==> src/rtl/muldiv_pkg.sv <==
// -----------------------------------------------------------------------------
// muldiv_pkg
// Shared definitions for the multiply/divide sequencer:
//   state_t           - sequencer FSM state encoding
//   OP_MULT / OP_DIV  - encoding of the op_sel request field
//   DEFAULT_*         - default unit latencies and counter width
// -----------------------------------------------------------------------------
package muldiv_pkg;

    typedef enum logic [2:0] {
        IDLE    = 3'd0,
        LOAD    = 3'd1,
        RUN     = 3'd2,
        CAPTURE = 3'd3,
        ABORT   = 3'd4
    } state_t;

    localparam logic OP_MULT = 1'b0;
    localparam logic OP_DIV  = 1'b1;

    localparam int DEFAULT_MULT_CYCLES = 32;
    localparam int DEFAULT_DIV_CYCLES  = 32;
    localparam int DEFAULT_CNT_W       = 6;

endpackage

==> src/rtl/muldiv_cycle_counter.sv <==
// -----------------------------------------------------------------------------
// muldiv_cycle_counter
// Loadable down-counter with a zero flag. Stops at zero instead of wrapping.
// Ports:
//   clock, reset  - clock and asynchronous active-high reset
//   load          - load load_value (has priority over dec)
//   load_value    - value to load
//   dec           - decrement by one while non-zero
//   zero          - count is zero
// -----------------------------------------------------------------------------
module muldiv_cycle_counter #(
    parameter int CNT_W = 6
) (
    input  logic             clock,
    input  logic             reset,
    input  logic             load,
    input  logic [CNT_W-1:0] load_value,
    input  logic             dec,
    output logic             zero
);

    logic [CNT_W-1:0] count;

    always_ff @(posedge clock or posedge reset) begin
        if (reset) begin
            count <= '0;
        end else if (load) begin
            count <= load_value;
        end else if (dec && (count != '0)) begin
            count <= count - CNT_W'(1);
        end
    end

    assign zero = (count == '0);

endmodule

==> src/rtl/muldiv_sequencer.sv <==
// -----------------------------------------------------------------------------
// muldiv_sequencer
// Sequences the shared iterative multiplier and divider for the multicycle
// control unit: accepts one MULT/DIV request, pulses the selected unit's start,
// waits its fixed latency and captures its Hi/Lo into the architectural HI/LO.
// Divide-by-zero is resolved in IDLE without starting the divider.
//
// Optional build macro MULT_ZERO_SKIP_EN: a MULT with a zero operand completes
// directly from IDLE with HI = LO = 0 and never starts the multiplier.
//
// Ports:
//   clock, reset            - clock, asynchronous active-high reset
//   op_start, op_sel        - request strobe (IDLE only), 0 = MULT, 1 = DIV
//   op_a, op_b              - operands
//   abort                   - flush the in-flight operation
//   mult_ctrl, div_ctrl     - one-cycle unit start pulses
//   unit_reset              - reset to both units
//   unit_a, unit_b          - registered operands to the units
//   mult_hi/lo, div_hi/lo   - unit results
//   busy, done, div_zero    - status (done/div_zero are one-cycle pulses)
//   hi, lo                  - architectural HI/LO
//
// MULT_CYCLES and DIV_CYCLES must be at least 2.
// -----------------------------------------------------------------------------
module muldiv_sequencer
    import muldiv_pkg::*;
#(
    parameter int MULT_CYCLES = DEFAULT_MULT_CYCLES,
    parameter int DIV_CYCLES  = DEFAULT_DIV_CYCLES,
    parameter int CNT_W       = DEFAULT_CNT_W
) (
    input  logic        clock,
    input  logic        reset,
    input  logic        op_start,
    input  logic        op_sel,
    input  logic [31:0] op_a,
    input  logic [31:0] op_b,
    input  logic        abort,
    output logic        mult_ctrl,
    output logic        div_ctrl,
    output logic        unit_reset,
    output logic [31:0] unit_a,
    output logic [31:0] unit_b,
    input  logic [31:0] mult_hi,
    input  logic [31:0] mult_lo,
    input  logic [31:0] div_hi,
    input  logic [31:0] div_lo,
    output logic        busy,
    output logic        done,
    output logic        div_zero,
    output logic [31:0] hi,
    output logic [31:0] lo
);

    // The counter is loaded on the accepting edge and also decrements on the
    // LOAD edge, so it reaches zero one edge before the unit result is valid;
    // the RUN -> CAPTURE edge then lands on the unit's final step and the
    // CAPTURE edge samples settled results.
    localparam logic [CNT_W-1:0] MULT_LOAD = CNT_W'(MULT_CYCLES - 1);
    localparam logic [CNT_W-1:0] DIV_LOAD  = CNT_W'(DIV_CYCLES - 1);

    state_t state;
    logic   sel_q;

    logic   div_by_zero_req;
    logic   skip_req;
    logic   full_req;
    logic   cnt_load;
    logic   cnt_dec;
    logic   cnt_zero;

    assign div_by_zero_req = op_start && (op_sel == OP_DIV) && (op_b == 32'd0);

`ifdef MULT_ZERO_SKIP_EN
    assign skip_req = op_start && (op_sel == OP_MULT) &&
                      ((op_a == 32'd0) || (op_b == 32'd0));
`else
    assign skip_req = 1'b0;
`endif

    assign full_req = op_start && !div_by_zero_req && !skip_req;

    assign cnt_load = (state == IDLE) && full_req;
    assign cnt_dec  = (state == LOAD) || (state == RUN);

    muldiv_cycle_counter #(
        .CNT_W (CNT_W)
    ) u_counter (
        .clock      (clock),
        .reset      (reset),
        .load       (cnt_load),
        .load_value ((op_sel == OP_DIV) ? DIV_LOAD : MULT_LOAD),
        .dec        (cnt_dec),
        .zero       (cnt_zero)
    );

    // Units are held in reset during reset and for the single ABORT cycle.
    assign unit_reset = reset || (state == ABORT);

    always_ff @(posedge clock or posedge reset) begin
        if (reset) begin
            state     <= IDLE;
            sel_q     <= OP_MULT;
            unit_a    <= 32'd0;
            unit_b    <= 32'd0;
            hi        <= 32'd0;
            lo        <= 32'd0;
            busy      <= 1'b0;
            done      <= 1'b0;
            div_zero  <= 1'b0;
            mult_ctrl <= 1'b0;
            div_ctrl  <= 1'b0;
        end else begin
            done      <= 1'b0;
            div_zero  <= 1'b0;
            mult_ctrl <= 1'b0;
            div_ctrl  <= 1'b0;

            unique case (state)
                IDLE: begin
                    if (full_req) begin
                        unit_a    <= op_a;
                        unit_b    <= op_b;
                        sel_q     <= op_sel;
                        mult_ctrl <= (op_sel == OP_MULT);
                        div_ctrl  <= (op_sel == OP_DIV);
                        busy      <= 1'b1;
                        state     <= LOAD;
                    end else if (div_by_zero_req) begin
                        done     <= 1'b1;
                        div_zero <= 1'b1;
                    end else if (skip_req) begin
                        hi   <= 32'd0;
                        lo   <= 32'd0;
                        done <= 1'b1;
                    end
                end

                LOAD: begin
                    state <= abort ? ABORT : RUN;
                end

                RUN: begin
                    if (abort) begin
                        state <= ABORT;
                    end else if (cnt_zero) begin
                        state <= CAPTURE;
                    end
                end

                CAPTURE: begin
                    if (abort) begin
                        state <= ABORT;
                    end else begin
                        hi    <= (sel_q == OP_DIV) ? div_hi : mult_hi;
                        lo    <= (sel_q == OP_DIV) ? div_lo : mult_lo;
                        done  <= 1'b1;
                        busy  <= 1'b0;
                        state <= IDLE;
                    end
                end

                ABORT: begin
                    busy  <= 1'b0;
                    state <= IDLE;
                end

                default: begin
                    busy  <= 1'b0;
                    state <= IDLE;
                end
            endcase
        end
    end

endmodule

==> config.mk <==
export PLATFORM = sky130hd
export DESIGN_NAME = muldiv_sequencer
export DESIGN_NICKNAME = d
export VERILOG_FILES = /design/src/rtl/muldiv_pkg.sv /design/src/rtl/muldiv_cycle_counter.sv /design/src/rtl/muldiv_sequencer.sv
export SDC_FILE = /design/constraint.sdc
export NUM_CORES = 1
export LEC_CHECK = 0
export BUFFER_PORTS_ARGS = -buffer_cell sky130_fd_sc_hd__buf_2
export CAP_MARGIN = 10
export CORE_AREA = 2 2 130 132
export DETAILED_ROUTE_END_ITERATION = 10
export DIE_AREA = 0 0 132 134
export GPL_TIMING_DRIVEN = 1
export PLACE_DENSITY = 0.76
export SYNTH_ARGS = -nofsm -noshare
export SYNTH_HDL_FRONTEND = slang
export SYNTH_SLANG_ARGS = --single-unit
==> constraint.sdc <==
create_clock -name clock -period 12.6 [get_ports clock]
set_input_delay 1.26 -clock clock [delete_from_list [all_inputs] [get_ports clock]]
set_output_delay 1.26 -clock clock [all_outputs]
set_load 0.01 [all_outputs]
==> impl_metrics.xml <==
<?xml version="1.0" encoding="UTF-8"?>
<metrics>
  <group name="synthesis">
    <metric name="post_synth_inst_count" unit="">492</metric>
    <metric name="syn_nets" unit="">691</metric>
    <metric name="number_of_flops_mapped_to_enable_cells_by_yosys" unit="">0</metric>
    <metric name="synth.area.top_cells" unit="">sky130_fd_sc_hd__dfrtp_1, sky130_fd_sc_hd__mux2i_1, sky130_fd_sc_hd__mux2_2, sky130_fd_sc_hd__a21oi_1, sky130_fd_sc_hd__nor2_1</metric>
    <metric name="netlist_area" unit="um^2">6050</metric>
    <metric name="synth_seq_cells" unit="">143</metric>
    <metric name="most_instantiated_library_cell_after_synthesis" unit="">sky130_fd_sc_hd__dfrtp_1</metric>
    <metric name="synth.lib_cells_used.distinct" unit="">34</metric>
    <metric name="ys_seq_area_share" unit="%">59.1</metric>
    <metric name="synth_warnings" unit="">0</metric>
    <metric name="yosysTopAreaCellShare" unit="%">59.1</metric>
    <metric name="postSynthAreaPerCell" unit="um^2">12.3</metric>
    <metric name="yosys_most_used_dff" unit="">sky130_fd_sc_hd__dfrtp_1</metric>
    <metric name="synth-async-reset-ratio" unit="%">100</metric>
    <metric name="yosysTopAreaCell" unit="">sky130_fd_sc_hd__dfrtp_1</metric>
    <metric name="synth.top_cells.by_count" unit="">sky130_fd_sc_hd__dfrtp_1, sky130_fd_sc_hd__nor2_1, sky130_fd_sc_hd__a21oi_1, sky130_fd_sc_hd__mux2i_1, sky130_fd_sc_hd__mux2_2</metric>
  </group>
  <group name="floorplan">
    <metric name="core" unit="um^2">16300</metric>
    <metric name="io-pin-count" unit="">331</metric>
    <metric name="fp-row-count" unit="">47</metric>
    <metric name="die-area" unit="um^2">17700</metric>
    <metric name="fp.dieH" unit="um">134</metric>
    <metric name="chipWidth" unit="um">132</metric>
    <metric name="initial_utilization" unit="%">37.2</metric>
  </group>
  <group name="grt">
    <metric name="grt_max_degree" unit="">77</metric>
    <metric name="globalRouteOverflowTotal" unit="">0</metric>
    <metric name="first_global_vias" unit="">5001</metric>
    <metric name="grt_antenna_before_repair" unit="">0</metric>
    <metric name="grt_use_total" unit="%">18.2</metric>
    <metric name="grt_pass1_wl" unit="mm">25.3</metric>
  </group>
  <group name="critical_path">
    <metric name="cpPeakStageDelay" unit="ns">0.47</metric>
    <metric name="timing.setup.critical_path_class" unit="">input port to output port</metric>
    <metric name="crit_top_cell" unit="">sky130_fd_sc_hd__buf_2</metric>
    <metric name="worst_path_cell_with_the_longest_stage_delay" unit="">sky130_fd_sc_hd__inv_6</metric>
    <metric name="cp_cell_sequence" unit="">buf_2 -&gt; inv_6 -&gt; nand2_1 -&gt; buf_2</metric>
    <metric name="worst-r2r-setup-slack" unit="ns">10.39</metric>
    <metric name="cp-end-kind" unit="">output port</metric>
    <metric name="path_max_fanout" unit="">76</metric>
    <metric name="worst-endpoint-required" unit="ns">11.34</metric>
    <metric name="crit_path_start_kind" unit="">input port</metric>
    <metric name="critical_path_arrival" unit="ns">2.15</metric>
    <metric name="cp.buffers_inverters" unit="">3</metric>
    <metric name="worst_path_dominant_cell_family" unit="">buffers and inverters</metric>
  </group>
  <group name="clock_network">
    <metric name="cts_num_sinks" unit="">143</metric>
    <metric name="cts.repair.resized" unit="">0</metric>
    <metric name="cts_htree_levels" unit="">4</metric>
    <metric name="cts.root.buffer_cell" unit="">sky130_fd_sc_hd__clkbuf_16</metric>
    <metric name="worstSkewPairLatency" unit="ns">0.43</metric>
    <metric name="clk_pin_slew_worst_paths" unit="ns">0.07</metric>
    <metric name="cts_setup_buffers" unit="">0</metric>
    <metric name="post_cts_hold_buffer_count" unit="">0</metric>
    <metric name="cts_inserted_buffers" unit="">17</metric>
    <metric name="cts_max_path_buffers" unit="">2</metric>
    <metric name="cts_tree" unit="">yes</metric>
  </group>
  <group name="placement">
    <metric name="gp_congestion" unit="">0.753</metric>
    <metric name="place_hpwl" unit="mm">12.2</metric>
    <metric name="io_buffer_count" unit="">330</metric>
  </group>
  <group name="sta">
    <metric name="timing_hold_violations_final" unit="">0</metric>
    <metric name="unrepaired_setup_endpoints_after_global_routing" unit="">no</metric>
    <metric name="timing.final.crit_period" unit="ns">3.41</metric>
    <metric name="count_of_final_max_slew_check_failures" unit="">0</metric>
    <metric name="max_freq" unit="MHz">293</metric>
    <metric name="total_negative_setup_slack" unit="ns">0</metric>
    <metric name="worst_pin_slew" unit="ns">1.13</metric>
    <metric name="min_period_over_period" unit="%">27.1</metric>
    <metric name="max_slew_headroom" unit="%">24.9</metric>
    <metric name="setup_viol_count_final" unit="">0</metric>
    <metric name="fin_skew" unit="ns">0.0231</metric>
  </group>
  <group name="route">
    <metric name="detailedRoute.firstPassIterationCount" unit="">4</metric>
    <metric name="post_drt_via_cell_ratio" unit="">4.72</metric>
    <metric name="vias" unit="">4946</metric>
    <metric name="first_iter_violations" unit="">154</metric>
    <metric name="wl_per_cell" unit="um">15.6</metric>
    <metric name="drc" unit="">0</metric>
    <metric name="wirelength" unit="mm">16.3</metric>
    <metric name="postRouteAntennaNets" unit="">0</metric>
  </group>
  <group name="cells_and_area">
    <metric name="n_antenna_cell" unit="">0</metric>
    <metric name="num-fill-cells" unit="">1482</metric>
    <metric name="drive_above_1_share" unit="%">51.6</metric>
    <metric name="finalNetCount" unit="">1013</metric>
    <metric name="area_growth" unit="%">40.0</metric>
  </group>
  <group name="power_and_ir_drop">
    <metric name="p_per_area" unit="nW/um^2">260</metric>
    <metric name="p_total" unit="mW">2.21</metric>
    <metric name="vdd_ir_drop_max" unit="mV">0.150</metric>
    <metric name="p_leak" unit="nW">4.34</metric>
  </group>
  <group name="hold_path">
    <metric name="worstHoldPathType" unit="">flop to flop</metric>
  </group>
  <group name="run_status">
    <metric name="status" unit="">finished clean</metric>
  </group>
  <group name="flow_run">
    <metric name="max-cap-violations" unit="">0</metric>
  </group>
</metrics>
==> path summary, 6_finish.rpt <==
check                           startpoint    endpoint  cells after the start
worst max-delay path                 reset  unit_reset                      4
worst min-delay path            unit_b[21]  unit_b[21]                      1
worst max register to register    state[2]  unit_a[31]                      5
worst min register to register  unit_b[21]  unit_b[21]                      1
max in group asynchronous            reset  unit_a[19]                      3
min in group asynchronous            reset   unit_b[1]                      2
==> layer usage <==
metal	share of wire [%]	routed length, um	up-vias	GRT usage [%]
li1	-	-	2383	-
met2	50	8150	221	31.0
met3	7.9	1290	12	6.16
met4	1.1	176	0	5.74
met1	41	6710	2330	21.8
met5	0	0	-	0
==> per-stage QoR <==
stage | cells | area, um^2 | worst slack [ns] | hold WS [ns] | util (%)
after floorplan | 492 | 6050 | 6.70 | 0.486 | -
after global routing | 1047 | 8470 | 9.05 | 0.512 | 52.0
final | 1047 | 8470 | 9.19 | 0.493 | 52.0
after global placement | 1014 | 7840 | 9.06 | 0.481 | 48.1
after detailed placement | 1014 | 7840 | 8.95 | 0.482 | 48.1
after CTS | 1046 | 8450 | 9.13 | 0.498 | 51.9
==> logic make-up (layout without fill, tap and decap cells) <==
family / after synthesis / after routing / share of synthesized area [%]
AOI/OAI and AO/OA: 83 / 83 / 8.23
and+or+nand+nor: 107 / 107 / 7.96
DFF: 143 / 143 / 59.1
adders and majority gates: 2 / 2 / 0.413
muxes: 115 / 115 / 20.1
buffers and inverters: 36 / 371 / 3.33
xor gates and xnor gates: 6 / 6 / 0.868
==> placed cells by master (no fill, tap or decap), types with 2 or more instances in the layout <==
| master | count |
|---|---|
| sky130_fd_sc_hd__buf_2 | 330 |
| sky130_fd_sc_hd__dfrtp_1 | 142 |
| sky130_fd_sc_hd__nor2_1 | 71 |
| sky130_fd_sc_hd__mux2i_1 | 64 |
| sky130_fd_sc_hd__a21oi_1 | 64 |
| sky130_fd_sc_hd__mux2_2 | 51 |
| sky130_fd_sc_hd__clkbuf_16 | 17 |
| sky130_fd_sc_hd__a22o_1 | 14 |
| sky130_fd_sc_hd__nand2_1 | 10 |
| sky130_fd_sc_hd__nor4_1 | 9 |
| sky130_fd_sc_hd__inv_6 | 5 |
| sky130_fd_sc_hd__xnor2_1 | 5 |
| sky130_fd_sc_hd__inv_1 | 4 |
| sky130_fd_sc_hd__bufinv_16 | 3 |
| sky130_fd_sc_hd__clkinv_4 | 3 |
| sky130_fd_sc_hd__buf_4 | 3 |
| sky130_fd_sc_hd__nand3b_1 | 2 |
| sky130_fd_sc_hd__nor4b_1 | 2 |
| sky130_fd_sc_hd__nor3_1 | 2 |
| sky130_fd_sc_hd__or2_2 | 2 |
| sky130_fd_sc_hd__and2_1 | 2 |
| sky130_fd_sc_hd__ha_1 | 2 |
| sky130_fd_sc_hd__clkinvlp_4 | 2 |
==> sequential cells by signal, indices dropped and copies added (netlist names), 3 cells and up <==
| name | flops |
|---|---|
| unit_b | 32 |
| hi | 32 |
| lo | 32 |
| u_counter.count | 6 |
| state | 3 |
| unit_a | 32 |
==> final cells by class <==
cell class                      instances  area (um^2)  area share (%)
Multi-Input combinational cell        313         2290            27.0
Sequential cell                       143         3580            42.3
Clock inverter                         14          183            2.16
Clock buffer                           18          429            5.06
Timing Repair Buffer                  334         1690            20.0
Tap cell                              220          275            3.25
Inverter                                5         23.8           0.281
==> report_power, final <==
| part | internal (mW) | leakage [nW] | total [mW] | switching, mW |
|---|---|---|---|---|
| clock network | 0.316 | 0.294 | 0.520 | 0.204 |
| logic | 0.423 | 2.34 | 0.838 | 0.415 |
| registers | 0.681 | 1.70 | 0.848 | 0.167 |
| total | 1.42 | 4.34 | 2.21 | 0.786 |
No activity file was read; power rests on OpenSTA's default activity.
